==> src/rtl/inst_ram_loader_if.sv <==
// Interface bundling the loader's control, byte-stream and RAM write signals.
//   master : the host side (drives start/len_words/byte stream, observes status
//            and the RAM write port)
//   slave  : the loader itself
interface inst_ram_loader_if #(
  parameter int ADDR_W = 6
);
  logic              start;
  logic [ADDR_W:0]   len_words;
  logic [7:0]        byte_in;
  logic              byte_valid;
  logic              byte_ready;
  logic              mem_we;
  logic [ADDR_W-1:0] mem_addr;
  logic [31:0]       mem_wdata;
  logic              cpu_rst;
  logic              busy;
  logic              done;
  logic              err;

  modport master (
    output start, len_words, byte_in, byte_valid,
    input  byte_ready, mem_we, mem_addr, mem_wdata, cpu_rst, busy, done, err
  );

  modport slave (
    input  start, len_words, byte_in, byte_valid,
    output byte_ready, mem_we, mem_addr, mem_wdata, cpu_rst, busy, done, err
  );
endinterface

==> src/rtl/inst_ram_loader.sv <==
// Instruction RAM loader: packs a big-endian byte stream into 32-bit words and
// writes them to consecutive instruction RAM addresses starting at 0. Holds the
// CPU in reset from power-up until a load completes and for every load.
// Ports:
//   clk  - system clock
//   rst  - synchronous active-high reset
//   bus  - slave side of inst_ram_loader_if: start/len_words request, byte
//          stream (byte_in/byte_valid/byte_ready), RAM write port
//          (mem_we/mem_addr/mem_wdata), cpu_rst, busy, done/err pulses.
// All outputs are registered.
module inst_ram_loader #(
  parameter int ADDR_W = 6,
  parameter int DEPTH  = 64
) (
  input  logic             clk,
  input  logic             rst,
  inst_ram_loader_if.slave bus
);

  typedef enum logic [1:0] {IDLE, COLLECT, WRITE, DONE} state_t;

  localparam logic [ADDR_W:0]   MAX_LEN  = (ADDR_W+1)'(DEPTH);
  localparam logic [ADDR_W:0]   CNT_ONE  = 1;
  localparam logic [ADDR_W-1:0] ADDR_ONE = 1;

  state_t            state_q,     nxt_state;
  logic [ADDR_W:0]   len_q,       nxt_len;
  logic [ADDR_W:0]   word_cnt_q,  nxt_word_cnt;
  logic [1:0]        byte_cnt_q,  nxt_byte_cnt;
  logic              ready_q,     nxt_ready;
  logic              we_q,        nxt_we;
  logic [ADDR_W-1:0] addr_q,      nxt_addr;
  logic [31:0]       wdata_q,     nxt_wdata;
  logic              cpu_rst_q,   nxt_cpu_rst;
  logic              busy_q,      nxt_busy;
  logic              done_q,      nxt_done;
  logic              err_q,       nxt_err;

  logic xfer;
  assign xfer = bus.byte_valid && ready_q;

  always_ff @(posedge clk) begin
    if (rst) begin
      state_q    <= IDLE;
      len_q      <= '0;
      word_cnt_q <= '0;
      byte_cnt_q <= '0;
      ready_q    <= 1'b0;
      we_q       <= 1'b0;
      addr_q     <= '0;
      wdata_q    <= '0;
      cpu_rst_q  <= 1'b1;
      busy_q     <= 1'b0;
      done_q     <= 1'b0;
      err_q      <= 1'b0;
    end else begin
      state_q    <= nxt_state;
      len_q      <= nxt_len;
      word_cnt_q <= nxt_word_cnt;
      byte_cnt_q <= nxt_byte_cnt;
      ready_q    <= nxt_ready;
      we_q       <= nxt_we;
      addr_q     <= nxt_addr;
      wdata_q    <= nxt_wdata;
      cpu_rst_q  <= nxt_cpu_rst;
      busy_q     <= nxt_busy;
      done_q     <= nxt_done;
      err_q      <= nxt_err;
    end
  end

  always_comb begin
    nxt_state    = state_q;
    nxt_len      = len_q;
    nxt_word_cnt = word_cnt_q;
    nxt_byte_cnt = byte_cnt_q;
    nxt_ready    = ready_q;
    nxt_addr     = addr_q;
    nxt_wdata    = wdata_q;
    nxt_cpu_rst  = cpu_rst_q;
    nxt_busy     = busy_q;
    nxt_we       = 1'b0;   // write, done and err are single-cycle pulses
    nxt_done     = 1'b0;
    nxt_err      = 1'b0;

    unique case (state_q)
      IDLE: begin
        if (bus.start) begin
          if (bus.len_words == '0 || bus.len_words > MAX_LEN) begin
            nxt_err = 1'b1;
          end else begin
            nxt_len      = bus.len_words;
            nxt_word_cnt = '0;
            nxt_byte_cnt = '0;
            nxt_addr     = '0;
            nxt_cpu_rst  = 1'b1;
            nxt_busy     = 1'b1;
            nxt_ready    = 1'b1;
            nxt_state    = COLLECT;
          end
        end
      end
      COLLECT: begin
        if (xfer) begin
          nxt_wdata    = {wdata_q[23:0], bus.byte_in};
          nxt_byte_cnt = byte_cnt_q + 2'd1;
          if (byte_cnt_q == 2'd3) begin
            // Word complete: drop ready and raise we together so the write
            // cycle sees stable addr/data and no byte can slip in.
            nxt_ready = 1'b0;
            nxt_we    = 1'b1;
            nxt_state = WRITE;
          end
        end
      end
      WRITE: begin
        nxt_word_cnt = word_cnt_q + CNT_ONE;
        if (word_cnt_q + CNT_ONE == len_q) begin
          nxt_done    = 1'b1;
          nxt_cpu_rst = 1'b0;
          nxt_busy    = 1'b0;
          nxt_state   = DONE;
        end else begin
          nxt_addr     = addr_q + ADDR_ONE;
          nxt_byte_cnt = '0;
          nxt_ready    = 1'b1;
          nxt_state    = COLLECT;
        end
      end
      DONE: begin
        nxt_state = IDLE;
      end
      default: nxt_state = IDLE;
    endcase
  end

  assign bus.byte_ready = ready_q;
  assign bus.mem_we     = we_q;
  assign bus.mem_addr   = addr_q;
  assign bus.mem_wdata  = wdata_q;
  assign bus.cpu_rst    = cpu_rst_q;
  assign bus.busy       = busy_q;
  assign bus.done       = done_q;
  assign bus.err        = err_q;

endmodule

==> src/flat_wrapper.sv <==
// flat-port wrapper written by rule: the top's interface ports become plain ports
module inst_ram_loader_flat 
#(
  parameter int ADDR_W = 6,
  parameter int DEPTH  = 64
)
  (clk, rst, bus_start, bus_len_words, bus_byte_in, bus_byte_valid, bus_byte_ready, bus_mem_we, bus_mem_addr, bus_mem_wdata, bus_cpu_rst, bus_busy, bus_done, bus_err);
  inst_ram_loader_if #(.ADDR_W(ADDR_W)) bus_i ();
  input  logic clk;
  input  logic rst;
  input wire logic [$bits(bus_i.start)-1:0] bus_start;
  input wire logic [$bits(bus_i.len_words)-1:0] bus_len_words;
  input wire logic [$bits(bus_i.byte_in)-1:0] bus_byte_in;
  input wire logic [$bits(bus_i.byte_valid)-1:0] bus_byte_valid;
  output wire logic [$bits(bus_i.byte_ready)-1:0] bus_byte_ready;
  output wire logic [$bits(bus_i.mem_we)-1:0] bus_mem_we;
  output wire logic [$bits(bus_i.mem_addr)-1:0] bus_mem_addr;
  output wire logic [$bits(bus_i.mem_wdata)-1:0] bus_mem_wdata;
  output wire logic [$bits(bus_i.cpu_rst)-1:0] bus_cpu_rst;
  output wire logic [$bits(bus_i.busy)-1:0] bus_busy;
  output wire logic [$bits(bus_i.done)-1:0] bus_done;
  output wire logic [$bits(bus_i.err)-1:0] bus_err;
  assign bus_i.start = bus_start;
  assign bus_i.len_words = bus_len_words;
  assign bus_i.byte_in = bus_byte_in;
  assign bus_i.byte_valid = bus_byte_valid;
  assign bus_byte_ready = bus_i.byte_ready;
  assign bus_mem_we = bus_i.mem_we;
  assign bus_mem_addr = bus_i.mem_addr;
  assign bus_mem_wdata = bus_i.mem_wdata;
  assign bus_cpu_rst = bus_i.cpu_rst;
  assign bus_busy = bus_i.busy;
  assign bus_done = bus_i.done;
  assign bus_err = bus_i.err;
  inst_ram_loader #(.ADDR_W(ADDR_W), .DEPTH(DEPTH)) u_core (.clk(clk), .rst(rst), .bus(bus_i));
endmodule
==> config.mk <==
export PLATFORM = sky130hd
export DESIGN_NAME = inst_ram_loader_flat
export DESIGN_NICKNAME = d
export VERILOG_FILES = /design/src/rtl/inst_ram_loader_if.sv /design/src/rtl/inst_ram_loader.sv /design/src/flat_wrapper.sv
export SDC_FILE = /design/constraint.sdc
export NUM_CORES = 1
export LEC_CHECK = 0
export ABC_AREA = 1
export CORE_UTILIZATION = 40
export DETAILED_ROUTE_END_ITERATION = 7
export GPL_TIMING_DRIVEN = 0
export PLACE_DENSITY = 0.78
export SKIP_CTS_REPAIR_TIMING = 1
export SYNTH_ARGS = -nofsm -noshare
export SYNTH_HDL_FRONTEND = slang
export SYNTH_SLANG_ARGS = --single-unit
==> constraint.sdc <==
create_clock -name clk -period 2.36 [get_ports clk]
set_input_delay 0.354 -clock clk [delete_from_list [all_inputs] [get_ports clk]]
set_output_delay 0.354 -clock clk [all_outputs]
set_load 0.02 [all_outputs]
; After elaboration in Yosys (flattened, before gate mapping)
; Cells that the tools add are included.
[op_classes]
add_sub_neg = 3
n_mux = 29
bitwise_logic = 6
n_reduce_logical = 17
eq_ne = 11
order_cmp = 1
[ops]
columns = op, count
row1 = two-way mux 2 bit, 9
row2 = two-way mux 6 bit, 3
row3 = two-way mux 7 bit, 2
row4 = one-hot mux 7 bit (2 select lines), 1
row5 = one-hot mux 6 bit (2 select lines), 1
row6 = AND reduction 4 bit, 3
row7 = two-way mux 1 bit, 9
row8 = one-hot mux 2 bit (4 select lines), 1
row9 = adder 7 x 1 -> 7 bit (second input constant), 1
row10 = equality test 7 bit, 1
row11 = greater-than comparator 7 bit (second input constant), 1
row12 = logical NOT 7 bit, 1
row13 = adder 6 x 1 -> 6 bit (second input constant), 1
row14 = equality test 2 bit (second input constant), 3
row15 = inequality test 2 x 1 -> 1 bit (second input constant), 3
row16 = inequality test 2 bit (second input constant), 3
row17 = NOT 1 bit, 6
row18 = one-hot mux 2 bit (3 select lines), 1
row19 = AND reduction 3 bit, 2
row20 = AND reduction 6 bit, 1
row21 = OR reduction 3 bit, 2
row22 = AND reduction 5 bit, 1
row23 = one-hot mux 1 bit (3 select lines), 1
row24 = nonzero test 3 bit, 1
row25 = other kinds (9), 9
[word_totals]
output_inout_bits = 44
regBits = 62
wordCells = 79
inputBits = 19

; Depth between registers and ports, before layout
; Gate-level depths: netlist of run 1.
[depth]
depth_word = 5
ltp_mapped = 14
depth_no_buf = 14

; Least setup slack after synthesis of run 1
; Ideal clock, no wire load.
[synth_timing]
path_type = reg-to-reg
from = register u_core.word_cnt_q[0]
to = register u_core.busy_q (netlist: u_core.bus.busy)
synth_period_minus_slack_ns = 1.675
required_time_ns = 2.226
slack_ns = 0.685
path_buffers = 0
arrival_ns = 1.541
path_stages_with_launch = 13
setup_time_ns = 0.134
path_cell_list = dfxtp_1 > ha_1 > nand2_2 > nor2_4 > nand3_1 > nand3_1 > nand2_1 > nor2_2 > nand2_1 > nand2_1 > nand2_1 > nand2_1 > a21oi_1
[synth_via]
elab_chain_len = 4
[synth_rtl]
columns = item, line
row1 = "start, declared", inst_ram_loader.sv:28  ; logic [ADDR_W:0] word_cnt_q, nxt_word_cnt;
row2 = "start signal, assigned", inst_ram_loader.sv:59  ; word_cnt_q <= nxt_word_cnt;
row3 = adder 7 x 1 -> 7 bit, inst_ram_loader.sv:118  ; if (word_cnt_q + CNT_ONE == len_q) begin
row4 = equality test 7 bit, inst_ram_loader.sv:118
row5 = inequality test 2 x 1 -> 1 bit (no line), -
row6 = AND reduction 4 bit (no line), -
row7 = "end signal, assigned", inst_ram_loader.sv:66  ; busy_q <= nxt_busy;
row8 = "end, declared", inst_ram_loader.sv:35  ; logic busy_q, nxt_busy;
; Every way passes these cells.
; A chain may end at the register's enable or synchronous reset.

; Worst setup path after layout of run 1
[layout_timing]
from = register u_core.word_cnt_q[0]
to = register u_core.cpu_rst_q (netlist: u_core.bus.cpu_rst)
[layout_via]
elab_chain_len = 4
[layout_rtl]
columns = item, line
row1 = adder 7 x 1 -> 7 bit, inst_ram_loader.sv:118
row2 = equality test 7 bit, inst_ram_loader.sv:118
row3 = inequality test 2 x 1 -> 1 bit (no line), -
row4 = AND reduction 4 bit (no line), -
row5 = "end signal, assigned", inst_ram_loader.sv:65  ; cpu_rst_q <= nxt_cpu_rst;
row6 = "end, declared", inst_ram_loader.sv:34  ; logic cpu_rst_q, nxt_cpu_rst;
; Every way passes these cells.

==> results of run 1 <==
[cells by family (layout without fill, tap and decap cells)]
family	Yosys count	in the layout	synth area share [%]
compound gates	66	66	13.2
simple gates	171	171	28.5
fa+ha+maj	3	3	1.46
flops	62	62	48.2
xor+xnor	9	9	3.06
buf+inv	38	115	5.54
[flip-flops by register name, indices dropped and copies added (netlist names)]
signal                 flops
u_core.word_cnt_q          7
u_core.byte_cnt_q          2
u_core.bus.byte_ready      1
u_core.bus.err             1
u_core.len_q               7
u_core.bus.mem_addr        6
u_core.bus.mem_we          1
u_core.bus.busy            1
u_core.bus.mem_wdata      32
u_core.state_q             2
u_core.bus.cpu_rst         1
u_core.bus.done            1
[placed cells by master, fill, tap and decap left out, types with 3 or more instances in the layout]
cell type / n
a21oi_1: 21
clkbuf_1: 14
clkbuf_8: 10
clkdlybuf4s50_1: 62
dfxtp_1: 62
ha_1: 3
inv_1: 24
nand2_1: 54
nand2_2: 4
nand3_1: 20
nor2_1: 83
o21ai_0: 42
xnor2_1: 4
xor2_1: 5
[critical path: stages (launching register included)]
cell     delay, ns
dfxtp_1       0.41
ha_1          0.23
nand2_2       0.11
nor2_4        0.15
nand2_1       0.07
nand2_2       0.08
nand2_1       0.05
nand2_1       0.08
nand2_2       0.06
nor2_4        0.12
nand2_1       0.14
nand2_1       0.11
nand2_1       0.07
nand2_1       0.06
nand3_1       0.06
[final cells by class]
type / instances / area share (%)
well taps: 75 / 2.70
plain buffers: 14 / 1.51
clock buffers: 11 / 4.07
clock inverters: 4 / 1.37
flip-flops and latches: 62 / 35.7
multi-input cells: 249 / 34.2
repair buffers: 62 / 17.9
inverters: 24 / 2.59
[report_power, final]
part           switching, mW  total (mW)  internal, mW
logic                  0.149       0.256         0.107
registers             0.0246        1.11          1.08
clock network          0.404       0.911         0.507
[worst max path at each step]
stage                                      startpoint                               to  slack, ns  cells after the start
CTS                 u_core.word_cnt_q[0]$_SDFFE_PP0P_  u_core.bus.cpu_rst$_SDFFE_PP1P_       0.39                     14
floorplan           u_core.word_cnt_q[0]$_SDFFE_PP0P_     u_core.bus.busy$_SDFFE_PP0P_       0.68                     12
finish              u_core.word_cnt_q[0]$_SDFFE_PP0P_  u_core.bus.cpu_rst$_SDFFE_PP1P_       0.40                     14
detailed placement                   bus_len_words[2]     u_core.len_q[5]$_SDFFE_PP0P_       0.13                      9
global route        u_core.word_cnt_q[0]$_SDFFE_PP0P_  u_core.bus.cpu_rst$_SDFFE_PP1P_       0.20                     14
global placement                     bus_len_words[2]     u_core.len_q[5]$_SDFFE_PP0P_       0.18                      9
[per-stage QoR]
step / utilization, % / instances / hold slack, ns / worst slack [ns]
after detailed placement: 54.2 / 486 / 0.459 / 0.126
after global placement: 54.2 / 486 / 0.449 / 0.180
after global routing: 57.3 / 501 / 0.478 / 0.199
final: 57.3 / 501 / 0.470 / 0.403
after floorplan: - / 349 / 0.444 / 0.685
after CTS: 57.3 / 501 / 0.467 / 0.393
[layer usage]
metal | vias to the layer above | routed length (um) | part of all wire (%) | GRT usage (%)
li1 | 1264 | - | - | -
met2 | 72 | 3130 | 48 | 37.3
met1 | 1103 | 2820 | 43 | 23.1
met3 | 9 | 461 | 7.1 | 8.68
met5 | - | 0 | 0 | 0
met4 | 0 | 84 | 1.3 | 8.07
==> metrics.md, run 1 <==
| Metric | Value |
|---|---|
| Area contributors post-synth | dfxtp_1 (48%), nor2_1 (12%), o21ai_0 (8.2%), nand2_1 (7.9%), a21oi_1 (4.1%) |
| CTS Buf Count | 9 |
| Pwr dens | approximately 650 nW/um^2 |
| Clock tree root buffer cell | clkbuf_8 |
| Gate Count Post-Synth | between 300 and 400 |
| Result of the run | complete, no violations |
| Vias | around 2400 |
| Lkg Pwr | around 1.4 nW |
| Clock period minus final worst setup slack | between 1.5 and 2 ns |
| Max-cap violations | 0 |
| Synthesized flop and latch total | 62 |
| # DRC | 0 |
| Setup TNS | 0 ns |
| Die area | just under 7000 sq um |
| Largest net degree at the start of global routing | 11 |
| Initial antenna violation count | 0 |
| WS Path Type | reg -> reg |
| Period utilization | between 80% and 90% |
| NumNets Final | 444 |
| Port-buffer cells | 62 |
| GRT Util Overall | a little over a fifth |
| Synthesized area | around 2600 sq um |
| Core area | a little over 6000 sq um |
| Initial DRC Count | 144 |
| Slew @ Worst Pin | 0.542 ns |
| Worst reg2reg endpoint | u_core.bus.cpu_rst$_SDFFE_PP1P_ |
| Worst skew pair latency | 0.34 ns |
| RSZ-0062 raised after global routing | no |
| Post-synth EDFFs | 0 |
| Initial core utilization | between 40% and 50% |
| Max Buffers Root-to-Sink | 2 |
| Crit Path Max Fanout | 5 |
| Number of global-route vias before repair | ~2400 |
| Hold path cells | 2 |
| Crit. End Element | register |
| Drt first pass iters | 4 |
| CTS clk-pin slew, worst paths | around 0.060 ns |
| First-pass GRT wire length | around 11000 um |
| Synth area leader | dfxtp_1 |
| # setup viols final | 0 |
| Top post-synthesis cells by count | nor2_1 (83), dfxtp_1 (62), nand2_1 (54) |
| Most common flop cell mapped by yosys | dfxtp_1 |
| H-Tree Depth | 3 |
| WHS Endpoint | u_core.bus.busy$_SDFFE_PP0P_ |
| Die extent in y | between 80 and 90 um |
| Top-count cell post-synth | nor2_1 |
| Slew HR | a little under two thirds |
| Yosys warning total | 0 |
| Worst Skew | 0.00727 ns |
| Die Span X | a little over 80 um |
| Synth top area share | approximately half |
| Routed length per instance | 13.0 um |
| Worst Path Arrival | ~2.2 ns |
| Synthesized net count | ~370 |
| Final instance area | around 3500 sq um |
| GP Congestion | around 0.82 |
| # fillers | 603 |
| Synth unique cells | 23 |
| Area Overhead vs Synth | 35.1% |
| Worst reg2reg path depth | 14 |
| Core Rows | 28 |
| Reg area | roughly 1200 sq um |
| Reg2reg setup slack | just over 0.4 ns |
| Overall Power | about 2.3 mW |
| Worst min-delay path category | reg -> reg |
| Via/cell ratio | ~4.9 |
| Seq/Total Area, Yosys | between 40% and 50% |
| Final-report max-slew violation count | 0 |
| Share of layout cells above drive strength 1 | 6.10% |
| Final Hold Vio Count | 0 |
| Peak supply drop | 0.000379 V |
| DRT Wirelength | approximately 6500 um |
| Final ANT Viol Nets | 0 |
| Min-delay src | u_core.bus.busy$_SDFFE_PP0P_ |
| Max frequency | 0.511 GHz |
| FFs w/ async S/R, synth | 0% |
| TritonCTS clock tree | done |
| Worst path required time | 2.56 ns |
| Critical path startpoint category | register |
| Ports | 63 |
| Multi-input gate area | 1190 sq um |
| Grt total ovfl | 0 |
| Dpl hpwl | roughly 4700 um |
| Placed Area | 3290 sq um |
| RR Startpoint | u_core.word_cnt_q[0]$_SDFFE_PP0P_ |
| ANT cells | 0 |
| CTS sink count | 62 |
| Synthesized area per cell | approximately 7.4 sq um |
No activity file was read; power rests on OpenSTA's default activity.
==> run 2, diff against run 1 <==
Settings changed: PLACE_DENSITY 0.78 to 0.8.
Clock period 2.36 ns to 1.6 ns, I/O delays scaled along.
==> run 2 against run 1 <==
  * The run now ends with negative setup slack left
  * Final area up 5.2%
  * First-iteration DRC count down 31%
  * Cell count increased by 1.0%
  * Critical path type unchanged
  * Routed wire length grew 3.3%
  * Utilization rose by 3.0 points
  * Flip-flop and latch count is the same
  * Sequential power grew 47%
  * Register-to-register slack got worse by 0.52 ns
  * Worst hold slack better by 0.0016 ns
  * Via count increased by 2.7%
  * Clock power up 35%
==> metrics.md, run 2 (same netlist as run 1, synthesis figures left out) <==
| Metric | Value |
|---|---|
| Largest net degree at the start of global routing | 13 |
| Slowest-stage cell, CP | dfxtp_4 |
| Critical path startpoint category | register |
| TritonCTS clock tree | done |
| Dpl hpwl | around 4600 um |
| CTS sink count | 62 |
| Via/cell ratio | roughly 5.0 |
| Drt first pass iters | 4 |
| First-pass GRT wire length | roughly 11000 um |
| Routed length per instance | between 10 and 15 um |
| Crit-path most repeated cell | nand2_1 |
| ANT cells | 0 |
| Clock period minus final worst setup slack | ~1.7 ns |
| Result of the run | complete, but fails checks |
| Final Hold Vio Count | 0 |
| Core area | just over 6000 sq um |
| CTS clk-pin slew, worst paths | ~0.08 ns |
| GP Congestion | ~0.80 |
| Crit-path max cell delay | between 0.3 and 0.4 ns |
| Bufs and invs on worst path | 2 |
| WS Path Type | reg -> reg |
| Worst Skew | approximately 0.007 ns |
| Max-cap violations | 0 |
| Initial antenna violation count | 0 |
| DRT Wirelength | approximately 6700 um |
| Final-report max-slew violation count | 0 |
| Share of layout cells above drive strength 1 | between 10% and 20% |
| Number of global-route vias before repair | between 2000 and 2500 |
| Failing checks | negative setup slack |
| H-Tree Depth | 3 |
| Vias | 2515 |
| Max frequency | 0.582 GHz |
| RSZ-0062 raised after global routing | yes |
| Placed insts | between 400 and 500 |
| Area Overhead vs Synth | 42.1% |
| Most common cell after layout, fill and taps aside | nor2_1 |
| Port-buffer cells | 62 |
| Final worst slack | -0.118 ns |
| GRT Util Overall | roughly a fifth |
| Core Rows | 28 |
| Period utilization | 107% |
| Crit Path Max Fanout | 8 |
| Die extent in y | between 80 and 90 um |
| Worst path required time | 1.87 ns |
| Reg area | roughly 1300 sq um |
| Crit. End Element | register |
| NumNets Final | between 400 and 500 |
| # setup viols final | 12 |
| Multi-input gate area | about 1300 sq um |
| Post-Place Setup Slack | -0.480 ns |
| WHS | roughly 0.47 ns |
| Die area | between 6000 and 7000 sq um |
| CTS Buf Count | 9 |
| Initial core utilization | a little over two fifths |
| Worst min-delay path category | in -> reg |
| Crit-path leading delay family | simple AND/OR/NAND/NOR gates |
| Worst Path Arrival | between 1.5 and 2 ns |
| Pwr dens | a little under 900 nW/um^2 |
| Lkg Pwr | approximately 2 nW |
| Final ANT Viol Nets | 0 |
| Post-layout util | around 60% |
| Initial DRC Count | slightly below 100 |
| Worst skew pair latency | 0.35 ns |
| Critical Path, Cell by Cell | ha_4, inv_1, nand2_2, nand2_1, nand2_1, nand2_1, nor2_1, nand2_1, nor2_4, nand3_4, buf_4, a211oi_2 |
| Final Non-Filler Cells | between 500 and 600 |
| Commonest non-fill, non-tap cells in the layout | nor2_1 (81), dfxtp_1 (58), nand2_1 (50), o21ai_0 (41), clkdlybuf4s50_1 (33) |
| # fillers | 548 |
| Clock tree root buffer cell | clkbuf_8 |
| Max reg flops | 32 |
| Max Buffers Root-to-Sink | 2 |
| Peak supply drop | 0.000547 V |
| Ports | 63 |
| Slew @ Worst Pin | between 0.5 and 0.6 ns |
| Slew HR | 60.4% |
| # DRC | 0 |
| Grt total ovfl | 0 |
| Die Span X | 82.2 um |
## run 2: cell count changes in the layout (fill, tap and decap cells not counted), sizes merged
cell,change
buf,+5
bufinv,-1
clkbuf,-3
clkdlybuf4s50,-29
clkinv,+1
clkinvlp,+2
dlymetal6s2s,+29
inv,+1
## run 2: cell type report
class                           instances  area share [%]
Inverter                               24            2.46
Clock buffer                            9            3.39
Tap cell                               75            2.57
Multi-Input combinational cell        249            34.6
Timing Repair Buffer                   66            19.8
Sequential cell                        62            34.2
Clock inverter                          7            1.37
Buffer                                 14            1.64
## run 2: where the power goes
part / total [mW] / switching (mW) / internal [mW]
Clock: 1.23 / 0.665 / 0.562
Sequential: 1.63 / 0.0348 / 1.59
Combinational: 0.393 / 0.232 / 0.162
## run 2: worst min-delay path: cells and delay by family
family                 cells  cell delay (ns)
buffers and inverters      1             0.40
and+or+nand+nor            2             0.15
## run 2: worst paths after layout
| kind | from | endpoint | slack [ns] | cells past startpoint |
|---|---|---|---|---|
| max | u_core.word_cnt_q[0]$_SDFFE_PP0P_ | u_core.state_q[1]$_SDFFE_PP0P_ | -0.12 | 12 |
| min | bus_byte_in[3] | u_core.bus.mem_wdata[3]$_SDFFE_PP0P_ | 0.47 | 3 |
| max reg2reg | u_core.word_cnt_q[0]$_SDFFE_PP0P_ | u_core.state_q[1]$_SDFFE_PP0P_ | -0.12 | 12 |
| min reg2reg | u_core.len_q[2]$_SDFFE_PP0P_ | u_core.len_q[2]$_SDFFE_PP0P_ | 0.48 | 2 |
## run 2: stage by stage
step	area (sq um)	total power, mW	TNS (ns)
floorplan	2590	1.88	0
detailed placement	3300	2.04	-17.45
global placement	3300	2.03	-15.06
global route	3660	3.38	-2.94
finish	3660	3.25	-0.923
CTS	3480	3.26	-2.40
## run 2: layer usage
metal | up-vias | share of wire (%) | routed length [um] | GRT usage (%)
li1 | 1278 | - | - | -
met1 | 1160 | 41 | 2770 | 22.4
met2 | 71 | 50 | 3380 | 36.7
met3 | 6 | 7.2 | 482 | 9.56
met4 | 0 | 1.1 | 75 | 8.77
met5 | - | 0 | 0 | 0
